File: src/rtl/keypad_pkg.sv
// Shared types and constants for the 4x4 keypad scanner: FSM states, key map, column helpers.
package keypad_pkg;

  typedef enum logic [1:0] {
    SCAN       = 2'd0,
    PRESS_DB   = 2'd1,
    HELD       = 2'd2,
    RELEASE_DB = 2'd3
  } state_t;

  localparam logic [3:0] COL_RST = 4'b1110;

  // Indexed by {row,col}; entry 0 is (r0,c0), entry 15 is (r3,c3).
  localparam logic [15:0][3:0] KEY_MAP = 64'hDF0E_C987_B654_A321;

  function automatic logic [3:0] key_code(input logic [1:0] row, input logic [1:0] col);
    return KEY_MAP[{row, col}];
  endfunction

  // Lowest-index active-low row; only meaningful when at least one row is low.
  function automatic logic [1:0] low_row(input logic [3:0] r);
    if (!r[0])      return 2'd0;
    else if (!r[1]) return 2'd1;
    else if (!r[2]) return 2'd2;
    else            return 2'd3;
  endfunction

  function automatic logic [3:0] rot_col(input logic [3:0] c);
    return {c[2:0], c[3]};
  endfunction

endpackage

File: src/rtl/keypad_scan_sync2.sv
// Two-flop synchronizer with a configurable reset value; used for the keypad row inputs.
module sync2 #(
  parameter int           W       = 4,
  parameter logic [W-1:0] RST_VAL = '1
) (
  input  logic         clk,
  input  logic         reset,
  input  logic [W-1:0] d,
  output logic [W-1:0] q
);

  logic [W-1:0] meta;

  always_ff @(posedge clk or posedge reset) begin
    if (reset) begin
      meta <= RST_VAL;
      q    <= RST_VAL;
    end else begin
      meta <= d;
      q    <= meta;
    end
  end

endmodule

File: src/rtl/keypad_scan.sv
// 4x4 keypad scanner with press/release debounce and a two-digit key history.
// Optional auto-repeat while held is enabled by defining KEYPAD_REPEAT_EN.
module keypad_scan
  import keypad_pkg::*;
#(
  parameter int SCAN_DIV        = 4096,
  parameter int DEBOUNCE_CYCLES = 65536,
  parameter int REPEAT_CYCLES   = 1 << 22
) (
  input  logic       clk,
  input  logic       reset,
  input  logic [3:0] rows,
  output logic [3:0] cols,
  output logic [3:0] key,
  output logic       key_valid,
  output logic       key_held,
  output logic [3:0] new_digit,
  output logic [3:0] old_digit
);

  localparam int MAX_SD = (SCAN_DIV > DEBOUNCE_CYCLES) ? SCAN_DIV : DEBOUNCE_CYCLES;
  localparam int MAXC   = (MAX_SD > REPEAT_CYCLES) ? MAX_SD : REPEAT_CYCLES;
  localparam int CW     = $clog2(MAXC) + 1;

  localparam logic [CW-1:0] SCAN_LAST = CW'(SCAN_DIV - 1);
  localparam logic [CW-1:0] DB_LAST   = CW'(DEBOUNCE_CYCLES - 1);
`ifdef KEYPAD_REPEAT_EN
  localparam logic [CW-1:0] RPT_LAST  = CW'(REPEAT_CYCLES - 1);
`endif

  logic [3:0]    rs;
  state_t        state;
  logic [CW-1:0] cnt;
  logic [1:0]    col;
  logic [1:0]    row;
  logic [3:0]    code;

  sync2 #(.W(4), .RST_VAL(4'hF)) u_rows_sync (
    .clk   (clk),
    .reset (reset),
    .d     (rows),
    .q     (rs)
  );

  assign code = key_code(row, col);

  // The counter is shared: scan slot timer, debounce timer and repeat timer.
  always_ff @(posedge clk or posedge reset) begin
    if (reset) begin
      state     <= SCAN;
      cnt       <= '0;
      cols      <= COL_RST;
      col       <= 2'd0;
      row       <= 2'd0;
      key       <= 4'd0;
      key_valid <= 1'b0;
      key_held  <= 1'b0;
      new_digit <= 4'd0;
      old_digit <= 4'd0;
    end else begin
      key_valid <= 1'b0;
      case (state)
        SCAN: begin
          if (cnt == SCAN_LAST) begin
            cnt <= '0;
            if (rs != 4'hF) begin
              row   <= low_row(rs);
              state <= PRESS_DB;
            end else begin
              cols <= rot_col(cols);
              col  <= col + 2'd1;
            end
          end else begin
            cnt <= cnt + 1'b1;
          end
        end
        PRESS_DB: begin
          if (rs[row]) begin
            state <= SCAN;
            cnt   <= '0;
            cols  <= rot_col(cols);
            col   <= col + 2'd1;
          end else if (cnt == DB_LAST) begin
            state     <= HELD;
            cnt       <= '0;
            key       <= code;
            key_valid <= 1'b1;
            key_held  <= 1'b1;
            old_digit <= new_digit;
            new_digit <= code;
          end else begin
            cnt <= cnt + 1'b1;
          end
        end
        HELD: begin
          if (rs[row]) begin
            state <= RELEASE_DB;
            cnt   <= '0;
          end
`ifdef KEYPAD_REPEAT_EN
          else if (cnt == RPT_LAST) begin
            cnt       <= '0;
            key_valid <= 1'b1;
            old_digit <= new_digit;
            new_digit <= key;
          end else begin
            cnt <= cnt + 1'b1;
          end
`endif
        end
        RELEASE_DB: begin
          if (!rs[row]) begin
            state <= HELD;
            cnt   <= '0;
          end else if (cnt == DB_LAST) begin
            state    <= SCAN;
            cnt      <= '0;
            key_held <= 1'b0;
            cols     <= rot_col(cols);
            col      <= col + 2'd1;
          end else begin
            cnt <= cnt + 1'b1;
          end
        end
        default: begin
          state <= SCAN;
          cnt   <= '0;
        end
      endcase
    end
  end

endmodule

File: config.mk
export PLATFORM = sky130hd
export DESIGN_NAME = keypad_scan
export DESIGN_NICKNAME = d
export VERILOG_FILES = /design/src/rtl/keypad_pkg.sv /design/src/rtl/keypad_scan_sync2.sv /design/src/rtl/keypad_scan.sv
export SDC_FILE = /design/constraint.sdc
export NUM_CORES = 1
export LEC_CHECK = 0
export ABC_AREA = 1
export CORE_UTILIZATION = 43
export DETAILED_ROUTE_END_ITERATION = 6
export DONT_BUFFER_PORTS = 1
export GPL_TIMING_DRIVEN = 0
export SYNTH_ARGS = -nofsm -noshare
export SYNTH_HDL_FRONTEND = slang
export SYNTH_SLANG_ARGS = --single-unit
File: constraint.sdc
create_clock -name clk -period 5.05 [get_ports clk]
set_clock_uncertainty 0.1 [all_clocks]
set_input_delay 1.01 -clock clk [delete_from_list [all_inputs] [get_ports clk]]
set_output_delay 1.01 -clock clk [all_outputs]
set_load 0.005 [all_outputs]
==> results of run 1 <==
cells in the mapped netlist (2+ instances only):
cell                        n
sky130_fd_sc_hd__buf_2      3
sky130_fd_sc_hd__dfstp_2   11
sky130_fd_sc_hd__inv_2      9
sky130_fd_sc_hd__nand3_1   25
sky130_fd_sc_hd__ha_1       6
sky130_fd_sc_hd__o21ai_0    8
sky130_fd_sc_hd__nand2_4    2
sky130_fd_sc_hd__xor2_1    12
sky130_fd_sc_hd__nor2_1    47
sky130_fd_sc_hd__buf_4      4
sky130_fd_sc_hd__nand4_1   12
sky130_fd_sc_hd__nand2_2    6
sky130_fd_sc_hd__nor3_1     4
sky130_fd_sc_hd__o21ai_1    6
sky130_fd_sc_hd__nor2_2    11
sky130_fd_sc_hd__or2_2      2
sky130_fd_sc_hd__nand3_2    2
sky130_fd_sc_hd__a21oi_1   10
sky130_fd_sc_hd__nor2_4     3
sky130_fd_sc_hd__inv_1     24
sky130_fd_sc_hd__nand2_1  102
sky130_fd_sc_hd__dfrtp_1   40
sky130_fd_sc_hd__xnor2_1    2
metrics by stage:
step                      hold WS, ps  instance area (µm²)  power (mW)
after detailed placement        247.6                 2973      0.4398
after floorplan                 245.2                 2856      0.4337
final                           260.3                 3082      0.7062
after CTS                       263.6                 3082      0.7197
after global routing            264.2                 3082      0.7339
after global placement          245.6                 2953      0.4377
worst register-to-register path: cells and delay by family, from the launching register on:
family / cells / cell delay (ps)
fa+ha+maj: 1 / 230
simple gates: 7 / 1050
flops: 1 / 390
buf+inv: 1 / 190
registers in the layout (all words and copies together), names as in the netlist, named ones only:
signal,count
col,2
cols,4
state,1
key_valid,1
u_rows_sync.meta,4
u_rows_sync.q,4
new_digit,4
key_held,1
old_digit,4
row,2
cnt,23
power breakdown:
part	switching (mW)	internal (mW)	total, mW	leakage, nW
Clock	0.145	0.130	0.275	0.0573
Combinational	0.0125	0.00317	0.0156	0.729
Sequential	0.00170	0.414	0.416	0.660
Total	0.159	0.547	0.706	1.45
layout make-up:
class / count / area share
well taps: 77 / 0.03126
clock buffers: 6 / 0.03045
clock inverters: 2 / 0.004872
plain buffers: 9 / 0.02314
inverters: 33 / 0.04019
repair buffers: 1 / 0.006496
multi-input cells: 268 / 0.4450
flip-flops and latches: 51 / 0.4186
layer usage:
layer	vias up	wire [µm]
met3	6	169
met1	1081	2877
li1	1164	-
met5	-	0
met2	32	2532
met4	0	59
worst min path at each step:
stage / endpoint
floorplan: u_rows_sync.q[0]
global placement: u_rows_sync.q[1]
detailed placement: u_rows_sync.q[3]
CTS: u_rows_sync.q[3]
global route: u_rows_sync.q[3]
finish: u_rows_sync.q[3]
logic make-up (layout without fill, tap and decap cells):
family	count (synthesis)	after routing	share of synthesized area
buf+inv	42	51	0.06833
flops	51	51	0.4516
simple gates	220	220	0.3587
compound gates	28	28	0.05213
xor+xnor	14	14	0.04293
fa+ha+maj	6	6	0.02628
==> run summary, run 1 <==
=====================================================================================
Part of the Yosys area used for sequential elements ....................       0.4516
Pre-CTS WS .............................................................      2975 ps
Initial antenna violation count ........................................            0
R2r setup slk ..........................................................      2990 ps
Power density normalized to cell area .................................. 229.1 nW/µm²
CTS root buffer ........................................................ sky130_fd_sc_hd__clkbuf_8
Combined flip-flop and latch cell area .................................     1290 µm²
Share of cells above drive strength 1 ..................................       0.1811
Maximum fanout count along the critical path ...........................           10
Area delta synth->final ................................................       7.885%
Number of nets at the end of the flow ..................................          381
Leak ...................................................................     1.446 nW
Most used cells in the layout excluding fill and tap cells ............. sky130_fd_sc_hd__nand2_1, sky130_fd_sc_hd__nor2_1, sky130_fd_sc_hd__dfrtp_1
Distinct cell type count of the synthesized netlist ....................           33
Number of detailed-routing iterations run before antenna repair ........            4
Mean area per synthesized cell .........................................    7.913 µm²
Commonest register cell after synthesis ................................ sky130_fd_sc_hd__dfrtp_1
Setup Crit Path Kind ................................................... flip-flop to flip-flop
Setup fix buffers added after clock tree synthesis .....................            0
Cell taking the most area after synthesis .............................. sky130_fd_sc_hd__dfrtp_1
Reg-to-reg critical path startpoint ....................................       cnt[1]
Vias/cell ..............................................................        5.107
Count of maximum capacitance violations ................................            0
Site Rows ..............................................................           29
Crit-path slowest cell ................................................. sky130_fd_sc_hd__dfrtp_1
Clock H-tree levels ....................................................            2
# port buffers .........................................................            0
Placed Cells ...........................................................          439
Setup tns final ........................................................         0 ps
Outcome ................................................................ finished, final reports clean
Remaining global-route overflow ........................................            0
Number of nets in the synthesized netlist ..............................          373
Setup repair after global routing missed its margin ....................           no
# setup viols final ....................................................            0
Ranking of synthesized cells by area ................................... sky130_fd_sc_hd__dfrtp_1, sky130_fd_sc_hd__nand2_1, sky130_fd_sc_hd__dfstp_2
Transition time at the pin with the least slew margin ..................     565.1 ps
Met1 track utilization from global routing .............................       0.2554
Post-synthesis sequential element count ................................           51
Die Y ..................................................................     83.51 µm
Number of synthesized flops with an enable pin .........................            0
Final number of max-transition violations ..............................            0
Utilization after layout ...............................................       0.4826
Largest net degree at the start of global routing ......................           28
Later-pin clock latency in the skew report .............................       310 ps
Maximum clock frequency ................................................    486.0 MHz
Reg2Reg Depth ..........................................................            9
Number of fillers in the final layout ..................................          646
Routing usage on met3 ..................................................      0.03462
Starting density of the core ...........................................       0.4473
Die Outline Area .......................................................     6973 µm²
Most frequent standard cell in the layout excluding fill and tap cells . sky130_fd_sc_hd__nand2_1
Maximum buffer depth of the clock tree .................................            2
Count of vias placed by the detailed router ............................         2283
Global-route usage over all layers .....................................       0.1730
Hold_buf cts ...........................................................            0
CTS tree ...............................................................          yes
Post-Synthesis Cells ...................................................          361
Logic depth of the worst path, buffers included ........................            9
Final clock period utilization by the worst path .......................       0.4075
Detailed-route wire length .............................................      5638 µm
Vias in the first global route .........................................         2123
Final Worst Setup Slack ................................................      2992 ps
Fraction of post-synthesis cell area in the top cell type by area ......       0.3504
Req. time, crit path ...................................................      5160 ps
Number of antenna diodes ...............................................            0
Number of buffers created by CTS .......................................            5
Launching element of the worst setup path ..............................       cnt[1]
Placer Congestion ......................................................       0.8433
Busiest grt layer ......................................................         met2
Floorplan core area ....................................................     6386 µm²
Worst path most repeated cell .......................................... sky130_fd_sc_hd__nand3_1
Arrival time of the worst setup path ...................................      2170 ps
Number of sinks driven by the clock tree ...............................           51
Kind of start point of the critical path ...............................    flip-flop
Detailed-route wire length per cell ....................................     12.61 µm
Peak supply drop .......................................................    0.1451 mV
Count of unresolved DRC violations after routing .......................            0
Clock slew at reported path FFs ........................................       100 ps
Hold path depth ........................................................            0
Endpoint class of the critical path ....................................    flip-flop
Number of placed I/O pins ..............................................           24
Iteration-0 DRC Markers ................................................          111
Die Span X .............................................................     83.51 µm
Delay of the slowest cell on the worst path ............................       390 ps
Max transition margin ..................................................       0.6227
Delay-heaviest family, CP .............................................. simple AND/OR/NAND/NOR gates
Crit path capture ......................................................       cnt[7]
Cell area after technology mapping .....................................     2856 µm²
Worst path bufs/invs ...................................................            1
Non-filler instance count after layout .................................          447
Detailed-placement wirelength estimate .................................      4132 µm
Final critical-path required period ....................................      2058 ps
Final hold violation count .............................................            0
Resized Gates After CTS ................................................            0
Multi-input gate area in the final layout ..............................     1371 µm²
Count of nets left with antenna violations after detail routing ........            0
Routing usage on met2 ..................................................       0.2608
Cells traversed along the worst timing path ............................ ha_1 > nand3_1 > nor2_2 > nand3_1 > nand2_2 > nand3_4 > nor2_8 > buf_8 > nor2_4
Hold Startpoint ........................................................ u_rows_sync.meta[3]
Worst Hold Class ....................................................... flip-flop to flip-flop
Number of warnings printed during yosys synthesis ......................            0
Endpoint of the most critical register-to-register path ................       cnt[7]
Synth async-reset ratio ................................................        1.000
Global-route wire length before repair .................................      9832 µm
=====================================================================================
Power figures use the tool's default switching activity.
==> inputs of run 2 (changes only) <==
==> constraint.sdc (replaced) <==
create_clock -name clk -period 1.9 [get_ports clk]
set_clock_uncertainty 0.1 [all_clocks]
set_input_delay 0.38 -clock clk [delete_from_list [all_inputs] [get_ports clk]]
set_output_delay 0.38 -clock clk [all_outputs]
set_load 0.005 [all_outputs]
==> run 2 against run 1 <==
Effect of this change: hold slack about the same; total power grew to 2.7 times the previous value; sequential share of layout area decreased by 2.6 points; clock power grew to 2.7 times the previous value; die area unchanged; non-clock buffer count increased by 12.
==> run summary, run 2 (synthesis results as in run 1) <==
=====================================================================================
Outcome ................................................................ finished, final reports clean
Req. time, crit path ...................................................      2010 ps
Worst path bufs/invs ...................................................            1
Final critical-path required period ....................................      1814 ps
Endpoint class of the critical path ....................................    flip-flop
Final number of max-transition violations ..............................            0
Remaining global-route overflow ........................................            0
Clock H-tree levels ....................................................            2
Leak ...................................................................     1.520 nW
Detailed-placement wirelength estimate .................................      4132 µm
Most used cells in the layout excluding fill and tap cells ............. sky130_fd_sc_hd__nand2_1, sky130_fd_sc_hd__nor2_1, sky130_fd_sc_hd__dfrtp_1
Final Worst Setup Slack ................................................     86.50 ps
Switching power of the nets ............................................    0.4268 mW
CTS tree ...............................................................          yes
CTS root buffer ........................................................ sky130_fd_sc_hd__clkbuf_8
Non-filler instance count after layout .................................          460
Number of antenna diodes ...............................................            0
Switching share of power ...............................................       0.2260
Setup tns final ........................................................         0 ps
Power density normalized to cell area .................................. 573.8 nW/µm²
Maximum buffer depth of the clock tree .................................            2
Number of buffers created by CTS .......................................            5
Most frequent standard cell in the layout excluding fill and tap cells . sky130_fd_sc_hd__nand2_1
Clock Power Share ......................................................        0.387
Share of cells above drive strength 1 ..................................       0.2324
Final clock period utilization by the worst path .......................       0.9545
Power Internal .........................................................     1.462 mW
Pre-CTS WS .............................................................    -174.7 ps
Max transition margin ..................................................       0.6191
Global-route wire length before repair .................................      9936 µm
Number of placed I/O pins ..............................................           24
Iteration-0 DRC Markers ................................................          121
Final hold violation count .............................................            0
Delay of the slowest cell on the worst path ............................       410 ps
Share of power burned in combinational logic ...........................        0.027
Peak supply drop .......................................................    0.3920 mV
Die Outline Area .......................................................     6973 µm²
Share of power burned in registers .....................................        0.585
Vias in the first global route .........................................         2142
Area delta synth->final ................................................       15.24%
Count of unresolved DRC violations after routing .......................            0
Vias/cell ..............................................................        5.076
Count of maximum capacitance violations ................................            0
Number of sinks driven by the clock tree ...............................           51
Number of nets at the end of the flow ..................................          394
Starting density of the core ...........................................       0.4473
Hold slack .............................................................     260.3 ps
Die Span X .............................................................     83.51 µm
Global-route usage over all layers .....................................       0.1749
Maximum fanout count along the critical path ...........................           10
Transition time at the pin with the least slew margin ..................     570.6 ps
Placer Congestion ......................................................       0.8433
Number of detailed-routing iterations run before antenna repair ........            4
Detailed-route wire length per cell ....................................     12.76 µm
Number of flip-flops under the largest register name ...................           23
Kind of start point of the critical path ...............................    flip-flop
Crit-path slowest cell ................................................. sky130_fd_sc_hd__dfrtp_1
Detailed-route wire length .............................................      5871 µm
# port buffers .........................................................            0
Setup Crit Path Kind ................................................... flip-flop to flip-flop
Worst path most repeated cell .......................................... sky130_fd_sc_hd__nor2_4
Count of nets left with antenna violations after detail routing ........            0
Maximum clock frequency ................................................    551.4 MHz
Number of fillers in the final layout ..................................          623
Setup repair after global routing missed its margin ....................          yes
Placed Cells ...........................................................          439
Arrival time of the worst setup path ...................................      1930 ps
Later-pin clock latency in the skew report .............................       310 ps
Hold path depth ........................................................            0
Initial antenna violation count ........................................            0
Count of vias placed by the detailed router ............................         2335
# setup viols final ....................................................            0
Delay-heaviest family, CP .............................................. simple AND/OR/NAND/NOR gates
Cells traversed along the worst timing path ............................ ha_4 > nand3_1 > nor2_4 > nand3_2 > nand2_2 > nand3_4 > nor2_8 > buf_12 > nor2_4
Worst Hold Class ....................................................... flip-flop to flip-flop
Site Rows ..............................................................           29
Die Y ..................................................................     83.51 µm
Reg2Reg Depth ..........................................................            9
Logic depth of the worst path, buffers included ........................            9
Clock slew at reported path FFs ........................................       100 ps
Floorplan core area ....................................................     6386 µm²
Largest net degree at the start of global routing ......................           28
Register bank with the most flops ......................................          cnt
Utilization after layout ...............................................       0.5155
=====================================================================================
## run 2: cell count changes in the layout (fill, tap and decap cells not counted), moves of 2 or more
| cell | delta |
|---|---|
| sky130_fd_sc_hd__nor2_2 | +2 |
| sky130_fd_sc_hd__nor2_1 | -5 |
| sky130_fd_sc_hd__buf_12 | +2 |
| sky130_fd_sc_hd__buf_2 | -2 |
| sky130_fd_sc_hd__buf_4 | +8 |
| sky130_fd_sc_hd__dlygate4sd3_1 | +5 |
| sky130_fd_sc_hd__nand2_1 | -2 |
| sky130_fd_sc_hd__nor2_4 | +3 |
| sky130_fd_sc_hd__nand3_2 | +4 |
| sky130_fd_sc_hd__nand2_2 | +2 |
| sky130_fd_sc_hd__nand3_1 | -4 |
## run 2: worst paths after layout
path / startpoint / slack [ps] / endpoint
max: cnt[0] / 90 / cnt[7]
min: u_rows_sync.meta[3] / 260 / u_rows_sync.q[3]
max reg2reg: cnt[0] / 90 / cnt[7]
min reg2reg: u_rows_sync.meta[3] / 260 / u_rows_sync.q[3]
max in group asynchronous: reset / 610 / u_rows_sync.q[0]
min in group asynchronous: reset / 470 / state[0]
## run 2: final cells by class
type | count | area (µm²) | share of cell area
clock buffers | 6 | 93.84 | 0.02851
well taps | 77 | 96.34 | 0.02927
repair buffers | 13 | 135.1 | 0.04105
flip-flops and latches | 51 | 1291 | 0.3922
multi-input cells | 269 | 1453 | 0.4413
inverters | 33 | 126.4 | 0.03839
clock inverters | 2 | 15.01 | 0.004561
plain buffers | 9 | 81.33 | 0.02471
## run 2: routing by layer
| layer | vias up | global-route usage | wire length (µm) |
|---|---|---|---|
| met5 | - | 0 | 0 |
| met4 | 0 | 0.04314 | 61 |
| met3 | 5 | 0.03462 | 167 |
| met2 | 31 | 0.2675 | 2674 |
| met1 | 1109 | 0.2554 | 2968 |
| li1 | 1190 | - | - |
## run 2: worst reg2reg max path: cells and delay by family, from the launching register on
family                     cells  cell delay [ps]
and+or+nand+nor                7              870
DFF                            1              410
adders and majority gates      1              170
buffers and inverters          1              160
## run 2: power groups by stage
stage	clock network, mW	registers (mW)	logic [mW]
2_1_floorplan	0	1.12	0.0282
3_3_place_gp	0	1.13	0.0378
3_5_place_dp	0	1.13	0.0433
4_1_cts	0.764	1.11	0.0516
5_1_grt	0.796	1.11	0.0589
6_report	0.732	1.11	0.0518
## run 2: timing repair
action	4_1_cts	5_1_grt
pin swaps	4	5
setup buffers	3	4
endpoints found under the hold margin	18	0
gates resized for setup	5	21
endpoints found under the setup margin	27	32
cloned	0	1
hold buffers	5	0
## run 2: per-stage QoR
step                      power, mW  cell area (µm²)
after CTS                     1.921             3187
after floorplan               1.153             2856
after global routing          1.962             3292
final                         1.889             3292
after detailed placement      1.169             2973
after global placement        1.163             2953
